`src/rtl/md_rcv.sv`:
```
// rtl/md_rcv.sv - md_io responder capture FIFO, show-ahead read, drop and per-source stats
// Optional per-source accept counters enabled by macro MD_RCV_STATS_EN.
module md_rcv #(
  parameter int DEPTH = 8,
  parameter int AW    = 8
) (
  input  logic                       clk,
  input  logic                       rst_n,
  input  logic                       en,
  input  logic                       md_we,
  input  logic [AW-1:0]              md_ai,
  output logic                       rd_vld,
  input  logic                       rd_rdy,
  output logic [AW-1:0]              rd_dat,
  output logic [1:0]                 rd_src,
  output logic [$clog2(DEPTH):0]     count,
  output logic                       full,
  output logic [7:0]                 drop_cnt,
  output logic [31:0]                stat
);

  localparam int PW = $clog2(DEPTH);
  localparam int CW = PW + 1;
  localparam int EW = AW + 2;

  logic [EW-1:0] mem_q [DEPTH];
  logic [PW-1:0] wr_ptr_q, wr_ptr_d;
  logic [PW-1:0] rd_ptr_q, rd_ptr_d;
  logic [CW-1:0] count_q, count_d;
  logic [7:0]    drop_q, drop_d;
  logic          wr_req, push, pop;

  assign rd_vld   = (count_q != '0);
  assign full     = (count_q == CW'(DEPTH));
  assign count    = count_q;
  assign drop_cnt = drop_q;
  assign rd_dat   = mem_q[rd_ptr_q][AW-1:0];
  assign rd_src   = mem_q[rd_ptr_q][AW+1:AW];

  always_comb begin
    wr_req   = en & md_we;
    pop      = rd_vld & rd_rdy;
    // A pop in the same cycle frees the slot, so a full FIFO can still accept.
    push     = wr_req & (~full | pop);
    wr_ptr_d = push ? wr_ptr_q + PW'(1) : wr_ptr_q;
    rd_ptr_d = pop  ? rd_ptr_q + PW'(1) : rd_ptr_q;
    count_d  = count_q;
    case ({push, pop})
      2'b10:   count_d = count_q + CW'(1);
      2'b01:   count_d = count_q - CW'(1);
      default: count_d = count_q;
    endcase
    drop_d = drop_q;
    if (wr_req && full && !pop && drop_q != 8'hFF) drop_d = drop_q + 8'd1;
  end

  always_ff @(posedge clk or negedge rst_n) begin
    if (!rst_n) begin
      wr_ptr_q <= '0;
      rd_ptr_q <= '0;
      count_q  <= '0;
      drop_q   <= '0;
    end else begin
      wr_ptr_q <= wr_ptr_d;
      rd_ptr_q <= rd_ptr_d;
      count_q  <= count_d;
      drop_q   <= drop_d;
    end
  end

  always_ff @(posedge clk) begin
    if (push) mem_q[wr_ptr_q] <= {md_ai[4:3], md_ai};
  end

`ifdef MD_RCV_STATS_EN
  logic [7:0] stat_q [4];
  logic [7:0] stat_d [4];

  always_comb begin
    for (int s = 0; s < 4; s++) stat_d[s] = stat_q[s];
    if (push && stat_q[md_ai[4:3]] != 8'hFF)
      stat_d[md_ai[4:3]] = stat_q[md_ai[4:3]] + 8'd1;
  end

  always_ff @(posedge clk or negedge rst_n) begin
    if (!rst_n) begin
      for (int s = 0; s < 4; s++) stat_q[s] <= '0;
    end else begin
      for (int s = 0; s < 4; s++) stat_q[s] <= stat_d[s];
    end
  end

  assign stat = {stat_q[3], stat_q[2], stat_q[1], stat_q[0]};
`else
  assign stat = 32'h0;
`endif

endmodule

```
`config.mk`:
```
export PLATFORM = sky130hd
export DESIGN_NAME = md_rcv
export DESIGN_NICKNAME = d
export VERILOG_FILES = /design/src/rtl/md_rcv.sv
export SDC_FILE = /design/constraint.sdc
export NUM_CORES = 1
export LEC_CHECK = 0
export CAP_MARGIN = 20
export CORE_ASPECT_RATIO = 1.75
export CORE_MARGIN = 5
export CORE_UTILIZATION = 56
export DETAILED_ROUTE_END_ITERATION = 10
export GPL_TIMING_DRIVEN = 0
export PLACE_DENSITY = 0.94
export REMOVE_ABC_BUFFERS = 1
export SLEW_MARGIN = 40
export SYNTH_ARGS = -nofsm -noshare
export SYNTH_HDL_FRONTEND = slang
export SYNTH_SLANG_ARGS = --single-unit
```
`constraint.sdc`:
```
create_clock -name clk -period 3.7 [get_ports clk]
set_input_delay 0.74 -clock clk [delete_from_list [all_inputs] [get_ports clk]]
set_output_delay 0.74 -clock clk [all_outputs]
set_load 0.05 [all_outputs]
```
==> flow_metrics.env <==
export IMPL_hold_path_class="input pin to asynchronous set/reset pin"
export IMPL_io_buffer_count=36
export IMPL_powerDensity_nw_per_um2=823
export IMPL_end_kind="primary output"
export IMPL_final_max_slew_violation_count=0
export IMPL_grt_total_usage=0.167
export IMPL_dpl_hpwl_um=4180
export IMPL_rows=39
export IMPL_grt_pass1_vias=1922
export IMPL_antenna_found_initial=0
export IMPL_setup_viol=0
export IMPL_syn_cell_area_um2=3650
export IMPL_grt_pass1_wl_um=10000
export IMPL_max_vdd_ir_drop_mv=0.571
export IMPL_htreeDepth=3
export IMPL_yosys_top_cells_area="edfxtp_1 (53%), dfrtp_1 (12%), mux4_2 (9.9%)"
export IMPL_drt_initial_drc_count=93
export IMPL_vias=1863
export IMPL_drv_cap=0
export IMPL_fin_crit_sh=0.926
export IMPL_drive_above_1_share=0.191
export IMPL_synth_top_cell_area_share=0.527
export IMPL_drt_total_wl_um=6340
export IMPL_die_h_um=117
export IMPL_cts_sinks=82
export IMPL_wl_per_cell_um=18.2
export IMPL_synth_async_sr_flop_share=0.220
export IMPL_r2r_slack_ns=0.91
export IMPL_dr_pass1_iters=4
export IMPL_gp_congestion=0.745
export IMPL_clkTransAtPathRegs_ns=0.05
export IMPL_holdWs_ns=0.343
export IMPL_nets=281
export IMPL_cts_resized=0
export IMPL_worstRegToRegCells=10
export IMPL_setup_tns_final_ns=0
export IMPL_netlist_instances=221
export IMPL_clock_latency_ns=0.33
export IMPL_cts_root_buf="clkbuf_16"
export IMPL_fin_util=0.659
export IMPL_post_cts_buffers=0
export IMPL_required_ns=2.96
export IMPL_r2r_end="count[2]"
export IMPL_core_area_um2=6440
export IMPL_n_antenna_cell=0
export IMPL_power_total_mw=3.49
export IMPL_worst_path_max_fanout=18
export IMPL_final_area_um2=4250
export IMPL_die_w_um=71.0
export IMPL_fill_cells=441
export IMPL_hold_viol=0
export IMPL_drtAntennaViolNets=0
export IMPL_synth_flop_cell="edfxtp_1"
export IMPL_clock_path_buffers=2
export IMPL_synth_edff_count=64
export IMPL_grt_ovfl_total=0
export IMPL_cts_buffers=9
export IMPL_syn_avg_cell_area_um2=16.5
export IMPL_r2r_start="count[0]"
export IMPL_post_synth_top_count_cell="edfxtp_1"
export IMPL_ios=69
export IMPL_skew_ns=0.00268
export IMPL_relSlewSlack=0.440
export IMPL_rsz0062_at_grt="no"
export IMPL_max_slew_worst_pin_slew_ns=0.837
export IMPL_drt_drc_violations_left=0
export IMPL_max_freq_ghz=0.292
export IMPL_crit_type="flop to primary output"
export IMPL_post_route_min_period_ns=3.43
export IMPL_yosys_area_top_type="edfxtp_1"
export IMPL_grt_max_degree=19
export IMPL_synth_warnings=0
export IMPL_crit_arrival_ns=2.69
export IMPL_start_util=0.566
export IMPL_routed_via_density=5.34
export IMPL_cts_tree="yes"
export IMPL_area_growth_syn_to_layout_pct=16.4
export IMPL_cts_hold_buffers=0
export IMPL_placed_area_um2=3980
export IMPL_ys_ff_latch=82
export IMPL_power_leakage_nw=1.55
export IMPL_yosysUniqueCellTypes=30
export IMPL_die_area_um2=8290
export IMPL_startpoint_type="flop"
export IMPL_status="completed"
export IMPL_ys_seq_area_frac=0.650
export IMPL_synthTopCellsByCount="edfxtp_1 (64), buf_4 (35), dfrtp_1 (18), mux4_2 (16), mux2_2 (11)"
## area by class of cell
class / instances / area [um2] / area share
Clock buffer: 16 / 262 / 0.0616
Inverter: 4 / 15.0 / 0.00354
Multi-Input combinational cell: 127 / 1130 / 0.265
Sequential cell: 82 / 2370 / 0.559
Tap cell: 82 / 103 / 0.0242
Timing Repair Buffer: 38 / 365 / 0.0861
## flip-flops by register name (all words and copies together), names as in the netlist
signal	count
count	4
mem_q	64
wr_ptr_q	3
drop_cnt	8
rd_ptr_q	3
## cells in the final DEF (no fill, tap or decap)
master / netlist / routed
nor4b_4: 1 / 1
clkdlybuf4s50_1: 0 / 35
nand2_1: 10 / 10
nand2b_1: 3 / 3
nor3_4: 0 / 1
or4_4: 1 / 1
dfrtp_1: 18 / 16
nand3_1: 6 / 6
mux4_2: 16 / 16
nor3_1: 8 / 4
nor2_1: 7 / 6
nor4_2: 0 / 1
edfxtp_1: 64 / 64
clkbuf_8: 0 / 1
xor2_1: 9 / 9
nor4_1: 2 / 1
nand4_1: 1 / 1
clkinv_1: 1 / 1
o211ai_4: 1 / 1
xnor2_1: 7 / 7
a2111oi_0: 1 / 1
and3b_1: 1 / 1
nand3b_1: 1 / 1
nor2_2: 0 / 1
mux2_2: 11 / 11
conb_1: 1 / 32
nor3_2: 0 / 3
clkbuf_16: 0 / 9
dfrtp_2: 0 / 2
buf_2: 1 / 3
ha_1: 6 / 6
inv_1: 3 / 3
a21oi_1: 2 / 2
clkbuf_1: 1 / 6
nor4b_1: 1 / 1
## through the flow
stage | instances | setup WS [ns]
floorplan | 213 | 0.635
global placement | 331 | -0.158
detailed placement | 333 | 0.287
CTS | 349 | 0.223
global route | 349 | 0.154
finish | 349 | 0.273
## logic make-up after synthesis
logic type                 Yosys count  synth area share
DFF                                 82             0.650
buffers and inverters               43            0.0826
and+or+nand+nor                     42            0.0634
muxes                               27             0.133
xor gates and xnor gates            16            0.0384
adders and majority gates            6            0.0206
AOI/OAI and AO/OA                    4            0.0110
other                                1           0.00103
## worst max path at each step
stage	start	end	slack (ns)	cells past startpoint
finish	rd_ptr_q[0]	rd_dat[6]	0.27	3
CTS	rd_ptr_q[0]	rd_dat[1]	0.22	3
global placement	rd_rdy	mem_q[0][7]	-0.16	5
global route	rd_ptr_q[0]	rd_src[0]	0.15	3
floorplan	count[1]	count[2]	0.64	10
detailed placement	rd_rdy	count[2]	0.29	11
## report_power, final
group	internal (mW)	switching, mW
combinational	0.566	0.787
clock	0.474	0.300
sequential	1.12	0.248
## routing by layer
metal / share of wire / track usage / vias up
met5: 0 / 0 / -
met4: 0.016 / 0.0715 / 0
met3: 0.072 / 0.0427 / 10
met2: 0.56 / 0.309 / 88
met1: 0.35 / 0.178 / 922
li1: - / - / 843
## worst max-delay path, cell delays in order (launching register included)
cell and delay [ns]:
dfrtp_2 0.76, mux4_2 0.59, mux2_2 0.29, clkdlybuf4s50_1 0.70
Note: power is estimated with default switching activity, not from simulation.
